[src/rtl/enc16_pkg.sv]
// Shared widths and bit-vector helpers for the 16-line priority arbiter.
package enc16_pkg;

    localparam int N_REQ  = 16;
    localparam int CODE_W = 4;
    localparam int CNT_W  = 5;

    function automatic logic [N_REQ-1:0] onehot16(input logic [CODE_W-1:0] idx);
        logic [N_REQ-1:0] v;
        v = {{(N_REQ-1){1'b0}}, 1'b1} << idx;
        return v;
    endfunction

    function automatic logic [CNT_W-1:0] popcnt16(input logic [N_REQ-1:0] v);
        logic [CNT_W-1:0] c;
        c = {CNT_W{1'b0}};
        for (int i = 0; i < N_REQ; i++) begin
            c = c + {{(CNT_W-1){1'b0}}, v[i]};
        end
        return c;
    endfunction

endpackage

[src/rtl/enc16_arb_if.sv]
// Request/offer bundle between a requester-side master and the arbiter.
interface enc16_arb_if;
    import enc16_pkg::*;

    logic [N_REQ-1:0]  req;
    logic              ready;
    logic [CODE_W-1:0] code;
    logic              valid;
    logic [N_REQ-1:0]  pend;
    logic [CNT_W-1:0]  pend_cnt;

    modport master (output req, output ready, input code, input valid, input pend, input pend_cnt);
    modport slave  (input req, input ready, output code, output valid, output pend, output pend_cnt);

endinterface

[src/rtl/enc16_arb_enc4x2.sv]
// Combinational 4-to-2 priority encoder, highest set bit wins; used as a tree node.
module enc4x2 (
    input  logic [3:0] i_in,
    output logic [1:0] o_code,
    output logic       o_any
);

    // Highest-index-first selection; all-zero input encodes as 0.
    always_comb begin
        o_code = 2'd0;
        if (i_in[3]) begin
            o_code = 2'd3;
        end else if (i_in[2]) begin
            o_code = 2'd2;
        end else if (i_in[1]) begin
            o_code = 2'd1;
        end else begin
            o_code = 2'd0;
        end
    end

    assign o_any = |i_in;

endmodule

[src/rtl/enc16_arb.sv]
// 16-line fixed-priority arbiter: sticky pending vector, registered offer held
// stable until accepted.
module enc16_arb
    import enc16_pkg::*;
(
    input  logic         clk,
    input  logic         rst_n,
    enc16_arb_if.slave   bus
);

    logic [N_REQ-1:0]  r_pend;
    logic [CNT_W-1:0]  r_pend_cnt;
    logic [CODE_W-1:0] r_code;
    logic              r_valid;

    logic              w_accept;
    logic              w_load;
    logic [N_REQ-1:0]  w_clr;
    logic [N_REQ-1:0]  w_pend_next;
    logic [1:0]        w_leaf_code [4];
    logic [3:0]        w_leaf_any;
    logic [1:0]        w_hi_code;
    logic [1:0]        w_lo_code;
    logic              w_any;

    assign w_accept = r_valid & bus.ready;
    assign w_load   = ~r_valid | w_accept;
    assign w_clr    = w_accept ? onehot16(r_code) : {N_REQ{1'b0}};
    // A same-cycle request on the accepted bit re-arms it because req is ORed after the clear.
    assign w_pend_next = (r_pend & ~w_clr) | bus.req;

    for (genvar g = 0; g < 4; g++) begin : g_leaf
        enc4x2 u_leaf (
            .i_in   (w_pend_next[4*g +: 4]),
            .o_code (w_leaf_code[g]),
            .o_any  (w_leaf_any[g])
        );
    end

    enc4x2 u_root (
        .i_in   (w_leaf_any),
        .o_code (w_hi_code),
        .o_any  (w_any)
    );

    assign w_lo_code = w_leaf_code[w_hi_code];

    // Pending vector always tracks; the offer only reloads when idle or just accepted.
    always_ff @(posedge clk or negedge rst_n) begin
        if (!rst_n) begin
            r_pend     <= {N_REQ{1'b0}};
            r_pend_cnt <= {CNT_W{1'b0}};
            r_code     <= {CODE_W{1'b0}};
            r_valid    <= 1'b0;
        end else begin
            r_pend     <= w_pend_next;
            r_pend_cnt <= popcnt16(w_pend_next);
            if (w_load) begin
                r_valid <= w_any;
                r_code  <= {w_hi_code, w_lo_code};
            end
        end
    end

    assign bus.code     = r_code;
    assign bus.valid    = r_valid;
    assign bus.pend     = r_pend;
    assign bus.pend_cnt = r_pend_cnt;

endmodule
[src/flat_wrapper.sv]
// flat-port wrapper written by rule: the top's interface ports become plain ports
module enc16_arb_flat import enc16_pkg::*;
  (clk, rst_n, bus_req, bus_ready, bus_code, bus_valid, bus_pend, bus_pend_cnt);
  enc16_arb_if bus_i ();
  input  logic clk;
  input  logic rst_n;
  input wire logic [$bits(bus_i.req)-1:0] bus_req;
  input wire logic [$bits(bus_i.ready)-1:0] bus_ready;
  output wire logic [$bits(bus_i.code)-1:0] bus_code;
  output wire logic [$bits(bus_i.valid)-1:0] bus_valid;
  output wire logic [$bits(bus_i.pend)-1:0] bus_pend;
  output wire logic [$bits(bus_i.pend_cnt)-1:0] bus_pend_cnt;
  assign bus_i.req = bus_req;
  assign bus_i.ready = bus_ready;
  assign bus_code = bus_i.code;
  assign bus_valid = bus_i.valid;
  assign bus_pend = bus_i.pend;
  assign bus_pend_cnt = bus_i.pend_cnt;
  enc16_arb u_core (.clk(clk), .rst_n(rst_n), .bus(bus_i));
endmodule
[config.mk]
export PLATFORM = sky130hd
export DESIGN_NAME = enc16_arb_flat
export DESIGN_NICKNAME = d
export VERILOG_FILES = /design/src/rtl/enc16_pkg.sv /design/src/rtl/enc16_arb_if.sv /design/src/rtl/enc16_arb_enc4x2.sv /design/src/rtl/enc16_arb.sv /design/src/flat_wrapper.sv
export SDC_FILE = /design/constraint.sdc
export NUM_CORES = 1
export LEC_CHECK = 0
export ABC_CLOCK_PERIOD_IN_PS = 5100
export BUFFER_PORTS_ARGS = -buffer_cell sky130_fd_sc_hd__buf_4
export CAP_MARGIN = 20
export CORE_UTILIZATION = 40
export DETAILED_ROUTE_END_ITERATION = 10
export PLACE_DENSITY = 0.7
export SLEW_MARGIN = 20
export SYNTH_ARGS = -nofsm -noshare
export SYNTH_HDL_FRONTEND = slang
export SYNTH_HIERARCHICAL = 1
export SYNTH_SLANG_ARGS = --single-unit
[constraint.sdc]
create_clock -name clk -period 5.1 [get_ports clk]
set_clock_uncertainty 0.1 [all_clocks]
set_input_delay 1.53 -clock clk [delete_from_list [all_inputs] [get_ports clk]]
set_output_delay 1.53 -clock clk [all_outputs]
set_load 0.02 [all_outputs]
# Word-level counts from Yosys, hierarchy flattened
# Cells that the tools add are included.
# word_totals
ramBits	0
in_bits	19
ff_bits	26
out_inout_bits	26
mem_count	0
latchBits	0
rom_bits	0
wordCells	51
# classes
n_mux	19
bitwise	7
div	0
n_reduce_logical	4
n_eq_ne	0
n_addsub	15
multipliers	0
n_lt_le_gt_ge	1
shift	1
# op_table
op	n
$add A5 B1 Y5	14
$mux W2	12
$and A16 B16 Y16	1
$mux W16	1
$not A16 Y16	1
$or A16 B16 Y16	1
$reduce_or A16 Y1	1
$shl A1 B4 Y16 const A	1
$reduce_or A4 Y1	3
$mux W1	5
$bmux W2 S2	1
$ge A3 B3 Y1 const B	1
$not A2 Y3	1
$add A1 B1 Y2	1
$and A1 B1 Y1	1
$not A1 Y1	1
$or A1 B1 Y1	1

# Longest topological paths before layout
# Gate-level depths: netlist of run 1.
# logic_depth
depth_word	20
ltp_mapped	15
mapped_depth_nobuf	15

# Hierarchy
# Netlist of run 1, hierarchy kept.
# modules_own_cells
mod	seq_area_each_um2	area_each_um2	instances	cells_per_inst
enc16_arb	650.6	1385.1	1	114
enc4x2	0.0	23.8	5	4

# Least setup slack after synthesis of run 1
# No wires, ideal clock.
# synth_timing
path_type	input-to-reg
startpoint	input port bus_ready
endpoint	register u_core.r_pend_cnt[4] (netlist: u_core/bus.pend_cnt[4])
arrival_time_ns	4.856
setup_ns	0.064
n_path_buf	0
cell_stages	14
t_required_ns	4.936
path_slack_ns	0.079
cell_sequence	and4bb_2 -> nand2_1 -> a21o_1 -> fa_1 -> inv_1 -> fa_1 -> fa_1 -> fa_1 -> inv_1 -> ha_1 -> inv_1 -> fa_1 -> nor2b_1 -> o21a_1
# synth_via
elab_chain_cells	20
# synth_rtl
element	line_no	source
start: declaration	flat_wrapper.sv:8	input wire logic [$bits(bus_i.ready)-1:0] bus_ready;
$and A1 B1 Y1	enc16_arb.sv:26	assign w_accept = r_valid & bus.ready;
$mux W16	enc16_arb.sv:28	assign w_clr = w_accept ? onehot16(r_code) : {N_REQ{1'b0}};
$not A16 Y16	enc16_arb.sv:30	assign w_pend_next = (r_pend & ~w_clr) | bus.req;
$and A16 B16 Y16	enc16_arb.sv:30	
$or A16 B16 Y16	enc16_arb.sv:30	
named net u_core.w_pend_next[0]	enc16_arb.sv:19	logic [N_REQ-1:0] w_pend_next;
$add A1 B1 Y2	enc16_pkg.sv:18	c = c + {{(CNT_W-1){1'b0}}, v[i]};
$add A5 B1 Y5 (14 in a row)	enc16_pkg.sv:18	
end signal: assignment	enc16_arb.sv:52	r_pend_cnt <= {CNT_W{1'b0}};
end signal: assignment	enc16_arb.sv:57	r_pend_cnt <= popcnt16(w_pend_next);
end: declaration	enc16_arb.sv:12	logic [CNT_W-1:0] r_pend_cnt;
# The timed path passes the listed nets, and every way through them passes these cells.
# A chain may end at the register's enable or synchronous reset.

# Worst setup path after layout of run 1
# layout_timing
startpoint	input port bus_ready
endpoint	register u_core.r_pend_cnt[1] (netlist: u_core/bus.pend_cnt[1])
# Same word-level chain as after synthesis.

==> results.cfg, run 1 <==
[floorplan]
die_w_microns = 63.3
ios = 45
die_height_microns = 63.3
design.core.area_sq_mm = 0.00347
placement_rows = 21
area_of_the_die_sq_mm = 0.00401
start_util = 0.434

[clock_tree]
cts_tree = built
cts.sink_count = 26
clk_slew_on_worst_s_h_paths_ps = 100
insertion_delay_ps = 280
cts-root-to-sink-buffers = 2
cts-buffers-inserted = 3
cts.hold.buffers_added = 0
cts_root_buf = sky130_fd_sc_hd__clkbuf_8
cts_htree_levels = 1

[worst_setup_path]
critical_path_arrival_ps = 5080
timing.rr.end = u_core/bus.pend_cnt[1]
worstSetupStartpointType = input pin
r2r_slack_ps = 930
critical_path.max_fanout = 5
cp-end-kind = flop
worst_ep_required_time_ps = 5180
reg2reg_depth = 13
kind_of_critical_path = in2reg
r2r-start = u_core/bus.code[1]

[logic_synthesis]
number_of_enable_flip_flop_cells_after_synthesis = 0
synth_area_sq_mm = 0.00150
synth.top_cell.area_share = 0.433
synth_seq_cells = 26
synth_warnings = 6
synth_area_leaders = sky130_fd_sc_hd__dfrtp_1 43%, sky130_fd_sc_hd__fa_1 13%, sky130_fd_sc_hd__nand2b_1 6.2%
synthesis.nets = 168
yosysSeqAreaShare = 0.433
largest_area_contributor_in_the_netlist = sky130_fd_sc_hd__dfrtp_1
synth_cells = 134
synth.cells.most_frequent = 26 x sky130_fd_sc_hd__dfrtp_1, 16 x sky130_fd_sc_hd__inv_1, 15 x sky130_fd_sc_hd__nand2b_1, 10 x sky130_fd_sc_hd__a21o_1, 10 x sky130_fd_sc_hd__fa_1
yosys.cell_types.count = 22
synthesis.area_per_instance_sq_um = 11.2
synth.most_common_cell = sky130_fd_sc_hd__dfrtp_1
asyncSetResetFlopFracSynth = 1.00
synthFlopType = sky130_fd_sc_hd__dfrtp_1

[global_routing]
number_of_global_route_vias_before_repair = 1228
number_of_antenna_violations_at_the_first_check_in_global_routing = 0
grt_remaining_overflow = 0
grt_pass1_wl_mm = 5.73
pin_count_of_the_biggest_net_entering_global_routing = 27
grt_use_total = 0.188

[min_path]
hold_path_end = u_core/bus.pend[4]
holdCritPathClass = reg2reg
worstHoldPathCells = 1
hold_path.startpoint = u_core/bus.pend[4]

[drt]
wl_met1_mm = 1.53
top_routing_layer_in_use = met4
detailroute.wirelength.met3_microns = 135
routed_wire_length_per_instance_microns = 14.8
drtPass1Iterations = 4
detail_route.vias_per_cell = 4.98
route.detailed.drc = 0
route.vias.total = 1186
ant_nets = 0
detail_route.wirelength_mm = 3.53
met2WireLength_mm = 1.80
drt_iter0_drc = 40

[status]
run_status = finished, final reports clean

[sta]
final.setup.worst_slack_ps = 98.4
layout_min_cycle_time_ps = 5000
max_slew.worst_pin.slew_ps = 335
setup_violations = 0
slew_violations = 0
final_period_util = 0.981
finalSetupTns_ps = 0
max_clock_freq_ghz = 0.200
final-hold-violation-count = 0
hold-worst-slack_ps = 470
max_slew_margin = 0.776

[layout]
area_delta_synth_final_pct = 35.5
num_antenna_cells = 0
drive_gt1_frac = 0.354
finish.instance_area_sq_mm = 0.00204
nNetsFinal = 227

[job]
max_cap_violations = 0

[pwr]
pwr_density_cell_mw_per_mm2 = 233
irDropWorstVdd_mv = 0.161
cellLeakagePower_nw = 0.879

[placement]
pre_cts_ws_ps = -219
placement.io_buffers = 44
detailed_placer_s_ending_hpwl_mm = 2.78
gpl.final_weighted_congestion = 0.825
instance_area_after_placement_sq_mm = 0.00195
layer usage:
metal / vias to the layer above / GRT usage
met5: - / 0
met1: 585 / 0.248
met3: 4 / 0.0145
met2: 31 / 0.315
met4: 0 / 0.0881
li1: 566 / -
flip-flops by register name (all words and copies together) (netlist names):
name / count
u_core/bus.pend: 16
u_core/bus.code: 4
u_core/bus.valid: 1
u_core/bus.pend_cnt: 5
layout by cell type, fill, tap and decap left out:
| cell | instances |
|---|---|
| sky130_fd_sc_hd__a21o_1 | 10 |
| sky130_fd_sc_hd__a21oi_1 | 5 |
| sky130_fd_sc_hd__a21oi_4 | 1 |
| sky130_fd_sc_hd__and4bb_2 | 1 |
| sky130_fd_sc_hd__buf_4 | 54 |
| sky130_fd_sc_hd__clkbuf_8 | 4 |
| sky130_fd_sc_hd__dfrtp_1 | 26 |
| sky130_fd_sc_hd__fa_1 | 9 |
| sky130_fd_sc_hd__fa_2 | 1 |
| sky130_fd_sc_hd__ha_1 | 4 |
| sky130_fd_sc_hd__ha_2 | 1 |
| sky130_fd_sc_hd__inv_1 | 16 |
| sky130_fd_sc_hd__mux2_2 | 4 |
| sky130_fd_sc_hd__mux4_2 | 2 |
| sky130_fd_sc_hd__nand2_1 | 2 |
| sky130_fd_sc_hd__nand2b_1 | 15 |
| sky130_fd_sc_hd__nand3b_1 | 1 |
| sky130_fd_sc_hd__nand4_1 | 1 |
| sky130_fd_sc_hd__nand4b_1 | 2 |
| sky130_fd_sc_hd__nor2_1 | 5 |
| sky130_fd_sc_hd__nor2b_1 | 4 |
| sky130_fd_sc_hd__o21a_1 | 1 |
| sky130_fd_sc_hd__o21ai_0 | 9 |
| sky130_fd_sc_hd__o31ai_1 | 1 |
| sky130_fd_sc_hd__or2_1 | 5 |
| sky130_fd_sc_hd__or3_1 | 6 |
| sky130_fd_sc_hd__xnor2_1 | 2 |
critical path, cell delays in order:
cell	delay, ps
sky130_fd_sc_hd__buf_4	100
sky130_fd_sc_hd__and4bb_2	280
sky130_fd_sc_hd__nand2_1	80
sky130_fd_sc_hd__a21o_1	210
sky130_fd_sc_hd__fa_1	540
sky130_fd_sc_hd__inv_1	60
sky130_fd_sc_hd__fa_1	470
sky130_fd_sc_hd__fa_1	530
sky130_fd_sc_hd__fa_1	400
sky130_fd_sc_hd__inv_1	70
sky130_fd_sc_hd__ha_2	180
sky130_fd_sc_hd__inv_1	60
sky130_fd_sc_hd__fa_2	530
sky130_fd_sc_hd__inv_1	40
how the worst max path moves through the flow:
stage	startpoint	cells after the start	slack, ps	endpoint
2_1_floorplan	bus_ready	14	80	u_core/bus.pend_cnt[4]
3_3_place_gp	bus_ready	15	-140	u_core/bus.pend_cnt[4]
3_5_place_dp	bus_ready	15	-220	u_core/bus.pend_cnt[4]
4_1_cts	bus_ready	15	50	u_core/bus.pend_cnt[4]
5_1_grt	bus_ready	15	-20	u_core/bus.pend_cnt[4]
6_report	bus_ready	14	100	u_core/bus.pend_cnt[1]
final cells by class:
class,count,area (sq um)
fill,295,1430
multi-input combinational,92,810
sequential,26,651
timing repair buffer,54,405
inverter,16,60.1
tap,46,57.6
clock buffer,4,55.1
timing repair:
action | in CTS | in global routing
buffers inserted | 0 | 2
resized for setup | 0 | 4
endpoints found under the setup margin | 0 | 4
per-stage QoR:
step | util | instances | power (mW)
final | 0.588 | 238 | 0.476
after global routing | 0.588 | 238 | 0.496
after detailed placement | 0.563 | 232 | 0.341
after floorplan | - | 134 | 0.288
after global placement | 0.563 | 232 | 0.338
after CTS | 0.579 | 236 | 0.477
where the power goes:
| part | total [mW] | switching, mW | internal (mW) |
|---|---|---|---|
| Clock | 0.137 | 0.0676 | 0.0691 |
| Combinational | 0.112 | 0.0577 | 0.0538 |
| Sequential | 0.227 | 0.00711 | 0.220 |
cell families after synthesis:
logic type / after synthesis / synth area share
AO/OA/AOI/OAI: 27 / 0.110
XOR/XNOR: 2 / 0.0116
flip-flops: 26 / 0.433
buffers and inverters: 16 / 0.0399
adder cells (fa/ha/maj): 15 / 0.175
AND/OR/NAND/NOR: 42 / 0.171
multiplexers: 6 / 0.0599
(Power assumes the default switching activity.)
==> run 2: changes to the inputs <==
Settings changed: CORE_UTILIZATION 40 to 34, PLACE_DENSITY 0.7 to 0.62.
==> run 2 against run 1 <==
- clock power is 16% lower
- worst hold slack got worse by 5.9 ps
- design area is 0.31% higher
- utilization is 9.1 points lower
- count of clock-buffer cells in the layout down 1
- largest power group unchanged
- worst setup slack improved by 54 ps
- global-route usage fell by 1.2 points
- critical path type unchanged
==> results.cfg, run 2 (synthesized netlist as in run 1, its figures left out) <==
[layout]
finish.instance_area_sq_mm = 0.00204
fill_cells = 382
area_delta_synth_final_pct = 35.9
mostFrequentLayoutCell = sky130_fd_sc_hd__buf_4
layout_common_cells = 57 x sky130_fd_sc_hd__buf_4, 26 x sky130_fd_sc_hd__dfrtp_1, 16 x sky130_fd_sc_hd__inv_1
drive_gt1_frac = 0.361
num_antenna_cells = 0
largest_reg_flops = 16
nNetsFinal = 230

[drt]
routed_wire_length_per_instance_microns = 14.8
detail_route.wirelength_mm = 3.61
drtPass1Iterations = 4
drt_iter0_drc = 47
route.detailed.drc = 0
ant_nets = 0
route.vias.total = 1157
detail_route.vias_per_cell = 4.74

[floorplan]
placement_rows = 23
die_height_microns = 68.5
start_util = 0.365
die_w_microns = 68.5
design.core.area_sq_mm = 0.00412
area_of_the_die_sq_mm = 0.00469
ios = 45

[placement]
detailed_placer_s_ending_hpwl_mm = 2.92
pre_cts_ws_ps = -249
instance_area_after_placement_sq_mm = 0.00197
gpl.final_weighted_congestion = 0.916
placement.io_buffers = 44

[sta]
max_slew.worst_pin.slew_ps = 352
final.setup.worst_slack_ps = 152
final_period_util = 0.970
max_slew_margin = 0.766
setup_violations = 0
finalSetupTns_ps = 0
layout_min_cycle_time_ps = 4950
slew_violations = 0
final-hold-violation-count = 0
max_clock_freq_ghz = 0.202
rsz0062_at_grt = no

[clock_tree]
cts_htree_levels = 1
cts.hold.buffers_added = 0
clk_slew_on_worst_s_h_paths_ps = 90
cts_root_buf = sky130_fd_sc_hd__clkbuf_8
cts-buffers-inserted = 3
cts-root-to-sink-buffers = 2
insertion_delay_ps = 260
cts.sink_count = 26
cts_tree = built

[global_routing]
number_of_antenna_violations_at_the_first_check_in_global_routing = 0
grt_remaining_overflow = 0
pin_count_of_the_biggest_net_entering_global_routing = 27
grt_use_total = 0.176
grt_pass1_wl_mm = 5.91
number_of_global_route_vias_before_repair = 1181

[worst_setup_path]
worstSetupStartpointType = input pin
cp-end-kind = flop
critical_path.max_fanout = 5
worst_stage_delay_on_the_critical_path_ps = 550
timing.rr.end = u_core/bus.pend_cnt[1]
reg2reg_depth = 13
kind_of_critical_path = in2reg
critical_path_arrival_ps = 5020
worst_path_max_delay_cell = sky130_fd_sc_hd__fa_1
worst_ep_required_time_ps = 5170
r2r-start = u_core/bus.code[1]
cp_cell_sequence = buf_4 > and4bb_2 > nand2_1 > a21o_1 > fa_1 > inv_1 > fa_1 > fa_1 > fa_1 > inv_1 > ha_2 > inv_1 > fa_2 > inv_1
r2r_slack_ps = 990

[status]
run_status = finished, final reports clean

[job]
max_cap_violations = 0

[min_path]
worstHoldPathCells = 1
hold_path_end = u_core/bus.pend[10]
hold_path.startpoint = u_core/bus.pend[10]
holdCritPathClass = reg2reg

[pwr]
irDropWorstVdd_mv = 0.112
cellLeakagePower_nw = 0.882
pwr_density_cell_mw_per_mm2 = 222
==> run 2: area by class of cell <==
| type | instances | area [sq um] | share of cell area |
|---|---|---|---|
| Inverter | 16 | 60.1 | 0.0294 |
| Timing Repair Buffer | 57 | 428 | 0.209 |
| Tap cell | 50 | 62.6 | 0.0306 |
| Sequential cell | 26 | 651 | 0.318 |
| Multi-Input combinational cell | 92 | 802 | 0.392 |
| Clock buffer | 3 | 41.3 | 0.0202 |
==> run 2: timing repair <==
| action | CTS | global route |
|---|---|---|
| setup endpoints to repair | 0 | 4 |
| resized for setup | 0 | 7 |
| setup buffers | 0 | 3 |
==> run 2: worst max path at each step <==
stage / startpoint / to / slack, ps / depth (start not counted)
5_1_grt: bus_ready / u_core/bus.pend_cnt[4] / 20 / 15
3_3_place_gp: bus_ready / u_core/bus.pend_cnt[4] / -140 / 15
6_report: bus_ready / u_core/bus.pend_cnt[1] / 150 / 14
4_1_cts: bus_ready / u_core/bus.pend_cnt[4] / 30 / 15
2_1_floorplan: bus_ready / u_core/bus.pend_cnt[4] / 80 / 14
3_5_place_dp: bus_ready / u_core/bus.pend_cnt[4] / -250 / 15
==> run 2: metrics by stage <==
stage          power, mW   util  hold WS, ps  cells
5_1_grt            0.483  0.497          497    244
2_1_floorplan      0.288      -          528    134
4_1_cts            0.463  0.489          467    241
3_3_place_gp       0.339  0.479          437    238
3_5_place_dp       0.343  0.479          440    238
6_report           0.453  0.497          464    244
==> run 2: routing by layer <==
metal,track usage,part of all wire,vias up
met1,0.254,0.48,550
met2,0.277,0.47,30
li1,-,-,575
met4,0.0625,0.0094,0
met3,0.0148,0.039,2
met5,0,0,-
==> run 2: worst max-delay path: cells and delay by family <==
family                   cells  cell delay [ps]
AND/OR/NAND/NOR              2              320
adder cells (fa/ha/maj)      6             2630
buffers and inverters        5              320
AO/OA/AOI/OAI                1              210
==> run 2: power breakdown <==
group          total [mW]  internal, mW  switching, mW
sequential          0.228         0.220        0.00785
combinational       0.111        0.0535         0.0570
clock               0.115        0.0529         0.0617
